## config.mk

```make
export PLATFORM = sky130hd
export DESIGN_NAME = half_vec_max_abs_ctrl
export DESIGN_NICKNAME = d
export VERILOG_FILES = /design/src/rtl/half_vec_max_abs_ctrl.sv
export SDC_FILE = /design/constraint.sdc
export NUM_CORES = 1
export LEC_CHECK = 0
export BUFFER_PORTS_ARGS = -buffer_cell sky130_fd_sc_hd__buf_4
export CELL_PAD_IN_SITES_DETAIL_PLACEMENT = 0
export CELL_PAD_IN_SITES_GLOBAL_PLACEMENT = 1
export CORE_ASPECT_RATIO = 1.75
export CORE_MARGIN = 4
export CORE_UTILIZATION = 40
export CTS_CLUSTER_DIAMETER = 50
export DETAILED_ROUTE_END_ITERATION = 10
export PLACE_DENSITY_LB_ADDON = 0.08
export SLEW_MARGIN = 20
export SYNTH_ARGS = -nofsm -noshare
export SYNTH_HDL_FRONTEND = slang
export SYNTH_SLANG_ARGS = --single-unit
```

## constraint.sdc

```tcl
create_clock -name clk -period 3.7 [get_ports clk]
set_input_delay 0.925 -clock clk [delete_from_list [all_inputs] [get_ports clk]]
set_output_delay 0.925 -clock clk [all_outputs]
set_load 0.01 [all_outputs]
```

## src/rtl/half_vec_max_abs_ctrl.sv

```systemverilog
// Streams a vector of half-precision elements and reports the largest magnitude, its sign and its index.
// Optional NaN handling is enabled by defining HALF_VEC_MAX_ABS_NAN_EN.
module half_vec_max_abs_ctrl #(
  parameter int IDX_W = 8
) (
  input  logic             clk,
  input  logic             rst,
  input  logic             start,
  input  logic [IDX_W-1:0] len,
  input  logic             in_valid,
  input  logic [15:0]      in_data,
  output logic             in_ready,
  output logic             out_valid,
  input  logic             out_ready,
  output logic [15:0]      max_abs,
  output logic             max_sign,
  output logic [IDX_W-1:0] max_idx,
  output logic             nan_seen,
  output logic             busy
);

  localparam logic [1:0] S_IDLE  = 2'd0;
  localparam logic [1:0] S_ACCUM = 2'd1;
  localparam logic [1:0] S_DONE  = 2'd2;

  localparam logic [IDX_W-1:0] IDX_ZERO = {IDX_W{1'b0}};
  localparam logic [IDX_W-1:0] IDX_ONE  = {{(IDX_W-1){1'b0}}, 1'b1};

  // Magnitude order: exponent then mantissa, i.e. bits [14:0] as unsigned.
  function automatic logic mag_gt(input logic [15:0] a, input logic [15:0] b);
    mag_gt = (a[14:0] > b[14:0]);
  endfunction

  logic [1:0]       state_q,     state_d;
  logic [IDX_W-1:0] len_q,       len_d;
  logic [IDX_W-1:0] count_q,     count_d;
  logic [15:0]      max_abs_q,   max_abs_d;
  logic             max_sign_q,  max_sign_d;
  logic [IDX_W-1:0] max_idx_q,   max_idx_d;
  logic             nan_seen_q,  nan_seen_d;
  logic             in_ready_q,  in_ready_d;
  logic             out_valid_q, out_valid_d;
  logic             busy_q,      busy_d;

  logic             accept_s;
  logic             replace_s;
  logic             elem_nan_s;

  assign accept_s = in_valid && in_ready_q;

`ifdef HALF_VEC_MAX_ABS_NAN_EN
  function automatic logic is_nan(input logic [15:0] h);
    is_nan = (h[14:10] == 5'h1F) && (h[9:0] != 10'h000);
  endfunction

  // Tracks whether the running result currently holds a provisional NaN.
  logic res_nan_q, res_nan_d;

  // NaNs never win; a provisional NaN result loses to any non-NaN element.
  always_comb begin
    elem_nan_s = is_nan(in_data);
    if (count_q == IDX_ZERO) begin
      replace_s = 1'b1;
    end else if (elem_nan_s) begin
      replace_s = 1'b0;
    end else if (res_nan_q) begin
      replace_s = 1'b1;
    end else begin
      replace_s = mag_gt(in_data, max_abs_q);
    end
    if (accept_s && replace_s) begin
      res_nan_d = elem_nan_s;
    end else begin
      res_nan_d = res_nan_q;
    end
  end

  // Provisional-NaN flag register.
  always_ff @(posedge clk) begin
    if (rst) begin
      res_nan_q <= 1'b0;
    end else begin
      res_nan_q <= res_nan_d;
    end
  end
`else
  // Plain raw-magnitude compare; NaNs order above Inf.
  always_comb begin
    elem_nan_s = 1'b0;
    if (count_q == IDX_ZERO) begin
      replace_s = 1'b1;
    end else begin
      replace_s = mag_gt(in_data, max_abs_q);
    end
  end
`endif

  // Next-state and result-update logic.
  always_comb begin
    state_d    = state_q;
    len_d      = len_q;
    count_d    = count_q;
    max_abs_d  = max_abs_q;
    max_sign_d = max_sign_q;
    max_idx_d  = max_idx_q;
    nan_seen_d = nan_seen_q;
    case (state_q)
      S_IDLE: begin
        if (start) begin
          count_d    = IDX_ZERO;
          nan_seen_d = 1'b0;
          if (len == IDX_ZERO) begin
            max_abs_d  = 16'h0000;
            max_sign_d = 1'b0;
            max_idx_d  = IDX_ZERO;
            state_d    = S_DONE;
          end else begin
            len_d   = len;
            state_d = S_ACCUM;
          end
        end else begin
          state_d = S_IDLE;
        end
      end
      S_ACCUM: begin
        if (accept_s) begin
          count_d = count_q + IDX_ONE;
          if (elem_nan_s) begin
            nan_seen_d = 1'b1;
          end else begin
            nan_seen_d = nan_seen_q;
          end
          if (replace_s) begin
            max_abs_d  = {1'b0, in_data[14:0]};
            max_sign_d = in_data[15];
            max_idx_d  = count_q;
          end else begin
            max_abs_d  = max_abs_q;
          end
          if (count_q == (len_q - IDX_ONE)) begin
            state_d = S_DONE;
          end else begin
            state_d = S_ACCUM;
          end
        end else begin
          state_d = S_ACCUM;
        end
      end
      S_DONE: begin
        if (out_valid_q && out_ready) begin
          state_d = S_IDLE;
        end else begin
          state_d = S_DONE;
        end
      end
      default: begin
        state_d = S_IDLE;
      end
    endcase
    in_ready_d  = (state_d == S_ACCUM);
    out_valid_d = (state_d == S_DONE);
    busy_d      = (state_d != S_IDLE);
  end

  // State, result and handshake registers.
  always_ff @(posedge clk) begin
    if (rst) begin
      state_q     <= S_IDLE;
      len_q       <= IDX_ZERO;
      count_q     <= IDX_ZERO;
      max_abs_q   <= 16'h0000;
      max_sign_q  <= 1'b0;
      max_idx_q   <= IDX_ZERO;
      nan_seen_q  <= 1'b0;
      in_ready_q  <= 1'b0;
      out_valid_q <= 1'b0;
      busy_q      <= 1'b0;
    end else begin
      state_q     <= state_d;
      len_q       <= len_d;
      count_q     <= count_d;
      max_abs_q   <= max_abs_d;
      max_sign_q  <= max_sign_d;
      max_idx_q   <= max_idx_d;
      nan_seen_q  <= nan_seen_d;
      in_ready_q  <= in_ready_d;
      out_valid_q <= out_valid_d;
      busy_q      <= busy_d;
    end
  end

  assign in_ready  = in_ready_q;
  assign out_valid = out_valid_q;
  assign max_abs   = max_abs_q;
  assign max_sign  = max_sign_q;
  assign max_idx   = max_idx_q;
  assign nan_seen  = nan_seen_q;
  assign busy      = busy_q;

endmodule

```

======== After elaboration in Yosys (flattened, before gate mapping) ========
Cells that the tools add are included.
storage, ports and cells
  logic and storage cells ................. 57
  flip-flop bits (word level) ............. 46
  input port bits ......................... 29
  output and inout bits ................... 29
cells by class
  equality and inequality tests ........... 9
  reductions and logical operators ........ 10
  $lt $le $gt $ge ......................... 1
  add/sub/neg operators ................... 2
  multiplexer cells ....................... 25
  bitwise operators ....................... 1
operators by type and width
  kind                                                                 count
  16-bit two-way mux                                                   4
  8-bit two-way mux                                                    6
  16-bit one-hot mux with 2 select lines                               1
  8-bit one-hot mux with 2 select lines                                2
  8-bit logical NOT                                                    2
  15-bit > comparator                                                  1
  2-bit two-way mux                                                    5
  8-bit by 1-bit adder with 8-bit output (second input constant)       1
  8-bit == test                                                        1
  2-bit != test (second input constant)                                4
  8-bit by 1-bit subtractor with 8-bit output (second input constant)  1
  2-bit one-hot mux with 3 select lines                                1
  3-bit AND reduction                                                  2
  1-bit two-way mux                                                    5
  5-bit AND reduction                                                  1
  2-bit by 1-bit == test with 1-bit output (second input constant)     2
  2-bit == test (second input constant)                                2
  2-bit nonzero test                                                   2
  1-bit logical AND                                                    2
  2-bit logical NOT                                                    1
  1-bit one-hot mux with 2 select lines                                1
  1-bit inverter                                                       1

======== Depth between registers and ports, before layout ========
  word-level depth ........................ 6
  depth in mapped cells ................... 8
  mapped depth without buffers ............ 7

======== Least setup slack after synthesis ========
OpenSTA, ideal clock, no wires.
  path type ............................... input to register
  start point ............................. input in_data[1]
  end point ............................... register max_abs_q[10] (netlist: max_abs[10])
  required time ........................... 3579 ps
  arrival ................................. 2701 ps
  setup time .............................. 121 ps
  path slack .............................. 877 ps
  path buffers ............................ 1
  stages on the path ...................... 7
  path through ............................ ha_1 and3b_1 o311a_1 a2111oi_0 o22ai_2 buf_4 mux2i_1
between the ends
  word-level cells in the longest chain between the ends .. 4
ends and longest elaborated chain
  item                                  line  source
  start, declared                       11    input logic [15:0] in_data,
  15-bit > comparator                   31    mag_gt = (a[14:0] > b[14:0]);
  1-bit two-way mux                     90    if (count_q == IDX_ZERO) begin
  2-bit != test (no source line)        -
  5-bit AND reduction (no source line)  -
  end signal, assigned                  182   max_abs_q <= max_abs_d;
  end, declared                         37    logic [15:0] max_abs_q, max_abs_d;
No other way between the ends.
A chain may end at the register's enable or synchronous reset.

======== Final worst setup path ========
  start point ............................. input in_data[1]
  end point ............................... register max_abs_q[11] (netlist: max_abs[11])
Same word-level chain as after synthesis.

==> flow_summary.ini <==
[timing]
slew_headroom_pct = 38.8
rsz0062_at_grt = no
setup_violations = 0
post-route-period-util_pct = 79.3
skew_ns = 0.00575
worstMarginPinSlew_ns = 0.916
tns_ns = 0
hold_viol_final = 0
fin_crit_ns = 2.94
final-max-slew-violation-count = 0
timing.fmax_mhz = 341

[placement]
post_dp_cell_area_um2 = 3060
dp.cells = 420
hpwl_mm = 4.74
gp_congestion = 0.717
port_buffers = 55

[finish]
antennaDiodeCount = 0
nets = 394
fillers = 660
multi_input_area_um2 = 1550
final_area_um2 = 3170
ff_latch_area_um2 = 901
final_common_cell = buf_4
layout_common_cells = buf_4, dfxtp_1, nand2_1
instances_no_fill = 428
drive_gt1_share_pct = 20.1
syn_to_final_growth_pct = 22.3

[cts]
cts-hold-fix-buffers = 0
cts_root_buf = clkbuf_8
clockBufferDepth = 2
tritoncts = built
clock-sinks = 45
cts_buffers = 5
path_clk_slew_ns = 0.09
cts_resized = 0
clk_latency_ns = 0.29
post_cts_buffers = 0
htreeDepth = 2

[power_and_ir_drop]
clkPwrFrac_pct = 35.4
vdd_drop_max_mv = 0.196
seq_power_share_pct = 47.2
switching_share_pct = 25.9
combinationalPowerShare_pct = 17.4
intPower_mw = 0.813
power_leakage_nw = 1.26
power_mw = 1.10
pwr_density_cell_nw_per_um2 = 345
p_sw_mw = 0.284

[floorplanning]
coreArea_um2 = 6280
dieArea_um2 = 7890
initial_core_util_pct = 41.4
chipHeight_um = 115
die_w_um = 68.9
io_pins = 58
row_count = 38

[logic_synthesis]
synthesis.area_um2 = 2600
synth_edf_count = 0
yosysTopAreaCellShare_pct = 34.7
netlist_instances = 298
synthTopCellsByArea = dfxtp_1, mux2i_1, ha_1
async_flop_share_pct = 0
synth_cell_types = 47
ys.flop_type = dfxtp_1
seq_area_frac_synth_pct = 34.7
synth_top_area_cell = dfxtp_1
yosys_warnings = 0
ys_seq_elements = 45
avgSynthCellArea_um2 = 8.71

[drt]
via_count = 2132
avgRoutedWirePerCell_um = 14.3
drt_iter0_markers = 48
drc = 0
vias_per_cell = 4.98
drt-total-wl_mm = 6.14
ant_nets = 0
first_pass_iters = 4

[setup_path]
r2r_cells = 8
critPathLaunchType = input pin
critical_path_class = in -> reg
worstSetupPathDepth = 8
cp-end-kind = register
cp.buffers_inverters = 2
cpMostUsedCell = buf_4
path_cells = buf_4 > ha_1 > and3b_1 > o311a_1 > a2111oi_0 > o22ai_2 > buf_4 > mux2i_1
worstPathArrival_ns = 3.11
crit_start = in_data[1]
max_stage_delay_ns = 0.46
r2r_slack_ns = 1.10
r2r-end = max_abs[11]
reg2reg_from = max_abs[1]
critPathRequiredTime_ns = 3.88
critical_path.top_delay_family = compound AO/OA/AOI/OAI gates
critical_path.max_fanout = 17
cpMaxStageDelayCell = a2111oi_0

[global_route]
antenna_found_initial = 0
grt_usage_pct = 17.0
grt_pass1_vias = 2175
grt_start_max_net_pins = 39
grt_pass1_wl_mm = 10.1
grt-ovfl-total = 0

[job]
maxCapViolCount = 0

[hold_path]
hold_end = max_idx[3]
hold_start = max_idx[3]
hold_path_depth = 2
hold_class = reg -> reg

[run_status]
status = finished, final reports clean
## sequential cells by signal, indices dropped and copies added (netlist names)
signal     flops
count_q        8
in_ready       1
len_q          8
out_valid      1
max_sign       1
max_idx        8
busy           1
state_q        2
max_abs       15
## Yosys cell counts (7+ instances only)
master	n
inv_1	19
nand2b_1	28
xor2_1	7
clkbuf_1	12
mux2i_1	30
dfxtp_1	45
ha_1	18
nand2_1	33
xnor2_1	10
a21oi_1	11
nor2_1	22
## how the worst max path moves through the flow
stage                              to  slack (ns)
after floorplan           max_abs[10]        0.88
after global placement     max_idx[3]        0.46
after detailed placement  max_abs[10]        0.43
after CTS                 max_abs[10]        0.74
after global routing      max_abs[11]        0.50
final                     max_abs[11]        0.76
## worst reg2reg max path, delay by kind of cell (launching register included)
family | cells | cell delay, ns
AOI/OAI and AO/OA | 3 | 1.11
adders and majority gates | 1 | 0.27
buffers and inverters | 2 | 0.39
DFF | 1 | 0.37
muxes | 1 | 0.16
and+or+nand+nor | 1 | 0.18
## layer usage
layer	track usage, %	vias up	share of wire (%)
met4	5.08	0	1.0
met1	17.2	993	38
li1	-	1105	-
met3	2.65	5	3.0
met2	33.3	29	58
met5	0	-	0
## area by class of cell
cell class / count / area share (%)
multi-input cells: 218 / 48.8
clock inverters: 1 / 0.946
well taps: 80 / 3.15
clock buffers: 7 / 2.72
flip-flops and latches: 45 / 28.4
inverters: 19 / 2.25
repair buffers: 58 / 13.7
## metrics by stage
step,worst slack [ns],hold WS [ns],utilization (%)
after floorplan,0.877,0.482,-
after global placement,0.458,0.460,48.7
after detailed placement,0.428,0.469,48.7
after CTS,0.739,0.483,50.6
after global routing,0.503,0.509,50.6
final,0.764,0.482,50.6
## power groups by stage
stage               registers (mW)  clock network (mW)  logic (mW)
floorplan                    0.523                   0       0.132
global placement             0.530                   0       0.193
detailed placement           0.530                   0       0.194
CTS                          0.518               0.399       0.195
global route                 0.520               0.423       0.214
finish                       0.517               0.388       0.191
## cells by family after synthesis
logic type               after synthesis  share of synthesized area [%]
adder cells (fa/ha/maj)               18                           8.67
AND/OR/NAND/NOR                      117                           23.7
flip-flops                            45                           34.7
XOR/XNOR                              17                           5.73
other                                  1                          0.144
multiplexers                          30                           11.6
AO/OA/AOI/OAI                         34                           9.64
buffers and inverters                 36                           5.83
Note: power is estimated with default switching activity, not from simulation.
